[src/rtl/encoder_8_3_seq_if.sv]
`default_nettype none
// ============================================================================
// Module   : encoder_8_3_seq_if
// Purpose  : Bundles the control, request and code/handshake signals of
//            encoder_8_3_seq.
//   master : drives en, load, D, ready; observes code, valid, busy, done, count
//   slave  : the encoder itself (mirror of master)
// Revision : 1.0  initial release
// ============================================================================
interface encoder_8_3_seq_if;
  logic       en;
  logic       load;
  logic [7:0] D;
  logic       ready;
  logic [2:0] code;
  logic       valid;
  logic       busy;
  logic       done;
  logic [3:0] count;

  modport master (
    output en, load, D, ready,
    input  code, valid, busy, done, count
  );

  modport slave (
    input  en, load, D, ready,
    output code, valid, busy, done, count
  );
endinterface
`default_nettype wire

[src/rtl/encoder_8_3_seq.sv]
`default_nettype none
// ============================================================================
// Module   : encoder_8_3_seq
// Purpose  : Sequential 8-to-3 priority encoder. Captures an 8-bit request
//            vector and emits the index of every set bit, highest first, one
//            code per valid/ready transfer, then pulses done for one cycle.
// Ports    : clk    - rising-edge clock
//            rst_n  - asynchronous active-low reset
//            bus    - encoder_8_3_seq_if.slave
//                     en/load/D/ready in; code/valid/busy/done/count out
// Revision : 1.0  initial release
// ============================================================================
module encoder_8_3_seq (
  input  wire logic          clk,
  input  wire logic          rst_n,
  encoder_8_3_seq_if.slave   bus
);

  typedef enum logic [0:0] {
    IDLE = 1'b0,
    BUSY = 1'b1
  } state_t;

  state_t     state;
  state_t     state_next;
  logic [7:0] pending;
  logic [7:0] pending_next;
  logic [3:0] count_q;
  logic [3:0] count_next;
  logic       done_q;
  logic       done_next;
  logic [2:0] top_idx;
  logic       in_busy;
  logic       xfer;

  // Index of the most significant pending bit. Ascending scan so the last
  // (highest) set bit found wins.
  always_comb begin
    top_idx = 3'd0;
    for (int i = 0; i < 8; i++) begin
      if (pending[i]) begin
        top_idx = i[2:0];
      end
    end
  end

  assign in_busy = (state == BUSY);
  assign xfer    = in_busy && bus.en && bus.ready;

  always_comb begin
    state_next   = state;
    pending_next = pending;
    count_next   = count_q;
    done_next    = 1'b0;
    case (state)
      IDLE: begin
        if (bus.en && bus.load) begin
          pending_next = bus.D;
          count_next   = 4'd0;
          // An empty request vector completes immediately as a zero-length batch.
          if (bus.D == 8'd0) begin
            done_next = 1'b1;
          end else begin
            state_next = BUSY;
          end
        end
      end
      BUSY: begin
        if (xfer) begin
          pending_next[top_idx] = 1'b0;
          count_next            = count_q + 4'd1;
          if (pending_next == 8'd0) begin
            state_next = IDLE;
            done_next  = 1'b1;
          end
        end
      end
      default: begin
        state_next = IDLE;
      end
    endcase
  end

  always_ff @(posedge clk or negedge rst_n) begin
    if (!rst_n) begin
      state   <= IDLE;
      pending <= 8'd0;
      count_q <= 4'd0;
      done_q  <= 1'b0;
    end else begin
      state   <= state_next;
      pending <= pending_next;
      count_q <= count_next;
      done_q  <= done_next;
    end
  end

  // en gates valid directly so a pause takes effect in the same cycle;
  // code is forced to 0 whenever it is not meaningful.
  assign bus.busy  = in_busy;
  assign bus.valid = in_busy && bus.en;
  assign bus.code  = (in_busy && bus.en) ? top_idx : 3'd0;
  assign bus.done  = done_q;
  assign bus.count = count_q;

endmodule
`default_nettype wire

[src/flat_wrapper.sv]
// flat-port wrapper written by rule: the top's interface ports become plain ports
module encoder_8_3_seq_flat 
  (clk, rst_n, bus_en, bus_load, bus_D, bus_ready, bus_code, bus_valid, bus_busy, bus_done, bus_count);
  encoder_8_3_seq_if bus_i ();
  input  wire logic clk;
  input  wire logic rst_n;
  input wire logic [$bits(bus_i.en)-1:0] bus_en;
  input wire logic [$bits(bus_i.load)-1:0] bus_load;
  input wire logic [$bits(bus_i.D)-1:0] bus_D;
  input wire logic [$bits(bus_i.ready)-1:0] bus_ready;
  output wire logic [$bits(bus_i.code)-1:0] bus_code;
  output wire logic [$bits(bus_i.valid)-1:0] bus_valid;
  output wire logic [$bits(bus_i.busy)-1:0] bus_busy;
  output wire logic [$bits(bus_i.done)-1:0] bus_done;
  output wire logic [$bits(bus_i.count)-1:0] bus_count;
  assign bus_i.en = bus_en;
  assign bus_i.load = bus_load;
  assign bus_i.D = bus_D;
  assign bus_i.ready = bus_ready;
  assign bus_code = bus_i.code;
  assign bus_valid = bus_i.valid;
  assign bus_busy = bus_i.busy;
  assign bus_done = bus_i.done;
  assign bus_count = bus_i.count;
  encoder_8_3_seq u_core (.clk(clk), .rst_n(rst_n), .bus(bus_i));
endmodule
[config.mk]
export PLATFORM = sky130hd
export DESIGN_NAME = encoder_8_3_seq_flat
export DESIGN_NICKNAME = d
export VERILOG_FILES = /design/src/rtl/encoder_8_3_seq_if.sv /design/src/rtl/encoder_8_3_seq.sv /design/src/flat_wrapper.sv
export SDC_FILE = /design/constraint.sdc
export NUM_CORES = 1
export LEC_CHECK = 0
export ABC_CLOCK_PERIOD_IN_PS = 1900
export CORE_ASPECT_RATIO = 1.4
export CORE_MARGIN = 2
export CORE_UTILIZATION = 24
export DETAILED_ROUTE_END_ITERATION = 6
export GPL_ROUTABILITY_DRIVEN = 0
export GPL_TIMING_DRIVEN = 0
export PLACE_DENSITY_LB_ADDON = 0.08
export SYNTH_ARGS = -nofsm -noshare
export SYNTH_HDL_FRONTEND = slang
export SYNTH_SLANG_ARGS = --single-unit
[constraint.sdc]
create_clock -name clk -period 1.9 [get_ports clk]
set_input_delay 0.475 -clock clk [delete_from_list [all_inputs] [get_ports clk]]
set_output_delay 0.475 -clock clk [all_outputs]
set_load 0.1 [all_outputs]
==> results of run 1 <==
## layer usage
layer | global-route usage | vias to the layer above | share of wire
li1 | - | 371 | -
met1 | 0.1597 | 370 | 0.39
met2 | 0.2422 | 18 | 0.55
met3 | 0.02532 | 6 | 0.037
met4 | 0.06140 | 0 | 0.026
met5 | 0 | - | 0
## how the worst min path moves through the flow
| stage | cells past startpoint | from | slack [ps] | to |
|---|---|---|---|---|
| finish | 2 | u_core.bus.count[3] | 550 | u_core.bus.count[3] |
| global route | 1 | u_core.pending[0] | 590 | u_core.pending[0] |
| CTS | 1 | u_core.pending[0] | 540 | u_core.pending[0] |
| detailed placement | 1 | u_core.pending[0] | 520 | u_core.pending[0] |
| global placement | 1 | u_core.pending[0] | 510 | u_core.pending[0] |
| floorplan | 0 | rst_n | 180 | u_core.bus.count[0] |
## synthesized netlist by cell type
| cell | number |
|---|---|
| a211oi_1 | 2 |
| a211oi_2 | 1 |
| a21oi_1 | 4 |
| a22o_1 | 5 |
| a22o_2 | 1 |
| a22oi_1 | 1 |
| a32o_1 | 1 |
| and3_1 | 1 |
| and3b_1 | 1 |
| clkbuf_1 | 1 |
| clkbuf_2 | 1 |
| dfrtp_1 | 14 |
| ha_1 | 1 |
| inv_1 | 4 |
| maj3_1 | 1 |
| nand2_1 | 11 |
| nand2b_1 | 1 |
| nand3_1 | 1 |
| nand3b_1 | 1 |
| nand4_1 | 1 |
| nor2_1 | 5 |
| nor3_1 | 2 |
| nor4_1 | 2 |
| o21ai_0 | 10 |
| o21bai_1 | 2 |
| o22a_2 | 1 |
| o311ai_0 | 1 |
| or3_1 | 1 |
| or4_1 | 2 |
| xor2_1 | 2 |
## per-stage QoR
stage	instances	worst slack, ps	instance area (um2)	setup TNS (ps)	hold slack (ps)
after floorplan	82	2.285	804.5	0	179.4
after global placement	143	-1075	1074	-5743	511.6
after detailed placement	143	-1079	1074	-5549	520.6
after CTS	150	-92.77	1212	-271.8	544.3
after global routing	154	-93.96	1276	-294.3	587.6
final	154	-24.32	1276	-45.75	546.8
## sequential cells by signal, summed over array words and instances (netlist names)
name and flops:
u_core.bus.count 4, u_core.pending 8, u_core.bus.done 1, u_core.bus.busy 1
## timing repair
item / CTS / global route
resized for setup: 63 / 8
hold endpoints to repair: 0 / 0
pin swaps: 1 / 5
endpoints found under the setup margin: 12 / 4
gates cloned: 0 / 0
setup buffers: 3 / 4
## kinds of logic after synthesis
family / Yosys count / synth area share
AND/OR/NAND/NOR: 29 / 0.1892
buffers and inverters: 6 / 0.03123
AO/OA/AOI/OAI: 29 / 0.2664
XOR/XNOR: 2 / 0.02303
adder cells (fa/ha/maj): 2 / 0.02960
flip-flops: 14 / 0.4605
## worst max-delay path, stage by stage (launching register included)
cell	delay (ps)
dfrtp_2	440
or4_4	490
buf_8	140
or4_4	430
a211oi_4	220
o21bai_1	130
## layout make-up
class,count,area [um2]
clock buffers,4,55.05
multi-input cells,62,470.5
repair buffers,29,304.0
well taps,39,48.80
plain buffers,2,18.77
inverters,4,18.77
fillers,343,1787
flip-flops and latches,14,360.3
==> impl_metrics.yaml, run 1 <==
die:
  die_y_um: 70.62
  coreArea_um2: 3063
  initial_core_util: 0.2484
  die_w_um: 51.58
  die-area_um2: 3642
  pin_count: 23
  placementRows: 24
yosys:
  yosysTopAreaCell: "dfrtp_1"
  yosysSeqAreaShare: 0.4605
  ys_warn_count: 0
  netlist_top_cells_area: "dfrtp_1, o21ai_0, a22o_1"
  synthCells: 82
  yosysTopAreaCellShare: 0.4605
  synthDistinctLibCells: 30
  syn_nets: 96
  synth_seq_cells: 14
  syn_area_per_cell_um2: 9.277
  syn_area_um2: 760.7
setup_path:
  crit_fanout: 5
  cp-start-kind: "register"
  rr_worst_depth: 5
  cp_data_arrival_time_ps: 2100
  timing.rr.start: "u_core.pending[4]"
  worstSetupPathType: "register to register"
  end_kind: "register"
  rr_endpoint: "u_core.bus.done"
  critPathCapture: "u_core.bus.done"
  cp-startpoint: "u_core.pending[4]"
  critPathRequiredTime_ps: 2070
  ff2ff_setup_slack_ps: -20
timing:
  finalSetupViolCount: 2
  tightest_slew_ps: 944.3
  rsz0062_at_grt: "true"
  fin_crit_ps: 1924
  hold_viol_final: 0
  slew_violations: 0
  max_slew_margin: 0.3729
  timing.final.ws_setup_ps: -24.32
  period_share: 1.013
  fmax_ghz: 0.5197
  clock_skew_ps: 2.335
grt:
  grt_pass1_wl_mm: 3.760
  grt_max_degree: 15
  overflow: 0
  grt_pass1_vias: 805
  globalRouteTotalUtil: 0.1383
  antenna_found_initial: 0
drt:
  postRouteAntennaNets: 0
  wirelength_mm: 2.288
  first_iter_violations: 9
  via_per_inst: 4.968
  drc_errors: 0
  wire_per_inst_um: 14.86
  drt-pass1-iter-count: 4
  num_vias: 765
cells_and_area:
  areaGrowthSynthToFinish_pct: 67.76
  antenna_cells: 0
  final_layout_size_suffix_gt1_frac: 0.3652
  layout_common_cells: "clkdlybuf4s50_1, nand2_1, o21ai_0, dfrtp_1, buf_4"
  fin_nets: 130
  fin_util: 0.4167
  final_common_cell: "clkdlybuf4s50_1"
clock_network:
  htreeDepth: 1
  cts.path.max_buffers: 2
  cts_tree: "done"
  holdBufCountCts: 0
  cts.clk_slew.worst_paths_ps: 60
  cts_sinks: 14
  clk_latency_ps: 250
  cts_buffers: 3
  cts-root-buf: "clkbuf_8"
placement:
  dp_hpwl_mm: 1.637
  port_buffers: 22
hold_path:
  hp-class: "register to register"
flow_run:
  maxCapViolations: 0
status:
  status: "finished, violations left"
  failed_checks: "setup timing"
Power of run 1 is not shown: default switching activity piles up to over one toggle a cycle in this logic, so the estimate is an artifact.
==> run 2: changes to the inputs <==
- CORE_ASPECT_RATIO: 1.4 -> 0.8
==> impl_metrics.yaml, run 2 (same netlist as run 1, synthesis figures left out) <==
cells_and_area:
  layout.cells.non_filler: 157
  antenna_cells: 0
  final_layout_size_suffix_gt1_frac: 0.3846
  nFillCells: 325
  layout_common_cells: "clkdlybuf4s50_1, nand2_1, buf_4, o21ai_0, dfrtp_1"
  final_common_cell: "clkdlybuf4s50_1"
  fin_util: 0.4248
  fin_nets: 132
  top_register: "u_core.pending"
  largest_register_ffs: 8
  areaGrowthSynthToFinish_pct: 71.05
die:
  die-area_um2: 3639
  initial_core_util: 0.2484
  placementRows: 18
  pin_count: 23
  die_y_um: 54.36
  coreArea_um2: 3063
  die_w_um: 66.95
placement:
  dp_hpwl_mm: 1.575
  dp.cells: 144
  dpl_worst_slack_ps: -1049
  port_buffers: 22
clock_network:
  cts-root-buf: "clkbuf_8"
  cts.clk_slew.worst_paths_ps: 60
  cts_tree: "done"
  holdBufCountCts: 0
  cts.path.max_buffers: 2
  htreeDepth: 1
  clk_latency_ps: 250
  cts_buffers: 3
  cts_sinks: 14
timing:
  finalSetupViolCount: 1
  timing.final.ws_setup_ps: -23.92
  fin_crit_ps: 1924
  hold_ws_ps: 548.2
  rsz0062_at_grt: "true"
  period_share: 1.013
  slew_violations: 0
  max_slew_margin: 0.3731
  fmax_ghz: 0.5198
  clock_skew_ps: 3.889
  hold_viol_final: 0
  tightest_slew_ps: 944.0
setup_path:
  path_buf_inv: 1
  cp_data_arrival_time_ps: 1450
  ff2ff_setup_slack_ps: 20
  crit_top_cell: "a21oi_4"
  critPathRequiredTime_ps: 1420
  path_cells: "nand2b_4, a21oi_4, o21bai_2, a21oi_4, buf_12"
  worstSetupPathType: "register to primary output"
  worst_path_max_delay_cell: "dfrtp_2"
  cp-start-kind: "register"
  crit_fanout: 5
  end_kind: "primary output"
  critical-path-max-stage-delay_ps: 440
  path_delay_family: "flip-flops"
drt:
  postRouteAntennaNets: 0
  via_per_inst: 4.885
  first_iter_violations: 34
  num_vias: 767
  wire_per_inst_um: 14.89
  wirelength_mm: 2.337
  drc_errors: 0
  drt-pass1-iter-count: 4
grt:
  antenna_found_initial: 0
  grt_pass1_wl_mm: 3.588
  globalRouteTotalUtil: 0.1406
  grt_pass1_vias: 717
  grt_max_degree: 15
  overflow: 0
status:
  failed_checks: "setup timing"
  status: "finished, violations left"
flow_run:
  maxCapViolations: 0
hold_path:
  hp-class: "register to register"
## run 2: cell count changes in the layout (fill, tap and decap cells not counted), sizes merged
cell / change
buf: +2
## run 2: what timing repair did
action / in CTS / in global routing
gates resized for setup: 66 / 7
pin swaps: 2 / 6
setup endpoints to repair: 12 / 4
hold endpoints to repair: 0 / 0
buffers inserted: 6 / 4
## run 2: final cells by class
class	instances	area, um2	area share
multi-input cells	62	486.7	0.3740
well taps	40	50.05	0.03846
clock buffers	4	55.05	0.04231
repair buffers	32	326.6	0.2510
flip-flops and latches	14	360.3	0.2769
plain buffers	1	3.754	0.002885
inverters	4	18.77	0.01442
## run 2: worst paths after layout
path                                          start             endpoint  cells after the start
worst min register to register  u_core.bus.count[3]  u_core.bus.count[3]                      2
max in group asynchronous                     rst_n      u_core.bus.busy                      1
worst min-delay path            u_core.bus.count[3]  u_core.bus.count[3]                      2
worst max register to register    u_core.pending[6]      u_core.bus.done                      4
min in group asynchronous                     rst_n    u_core.pending[0]                      1
worst max-delay path              u_core.pending[2]          bus_code[0]                      5
## run 2: routing by layer
metal	GRT usage	vias up	routed length (um)
met5	0	-	0
li1	-	374	-
met1	0.1922	369	1194
met2	0.2100	22	985
met4	0.04082	0	17
met3	0.04938	2	140
## run 2: through the flow
step,area [um2],setup TNS [ps]
floorplan,804.5,0
global placement,1075,-5473
detailed placement,1075,-5514
CTS,1249,-298.5
global route,1301,-102.6
finish,1301,-23.92
## run 2: worst reg2reg max path, cell delays in order (launching register included)
cell	delay (ps)
dfrtp_2	400
or4_4	560
or4_4	450
a211oi_4	240
o21bai_1	140
Power of run 2 is left out for the same reason.
==> run 3: changes to the inputs <==
- GPL_ROUTABILITY_DRIVEN: 0 -> default
==> results of run 3 <==
The final DEF is identical to that of run 2; final timing and power are the same.
Power of run 3 is left out for the same reason.
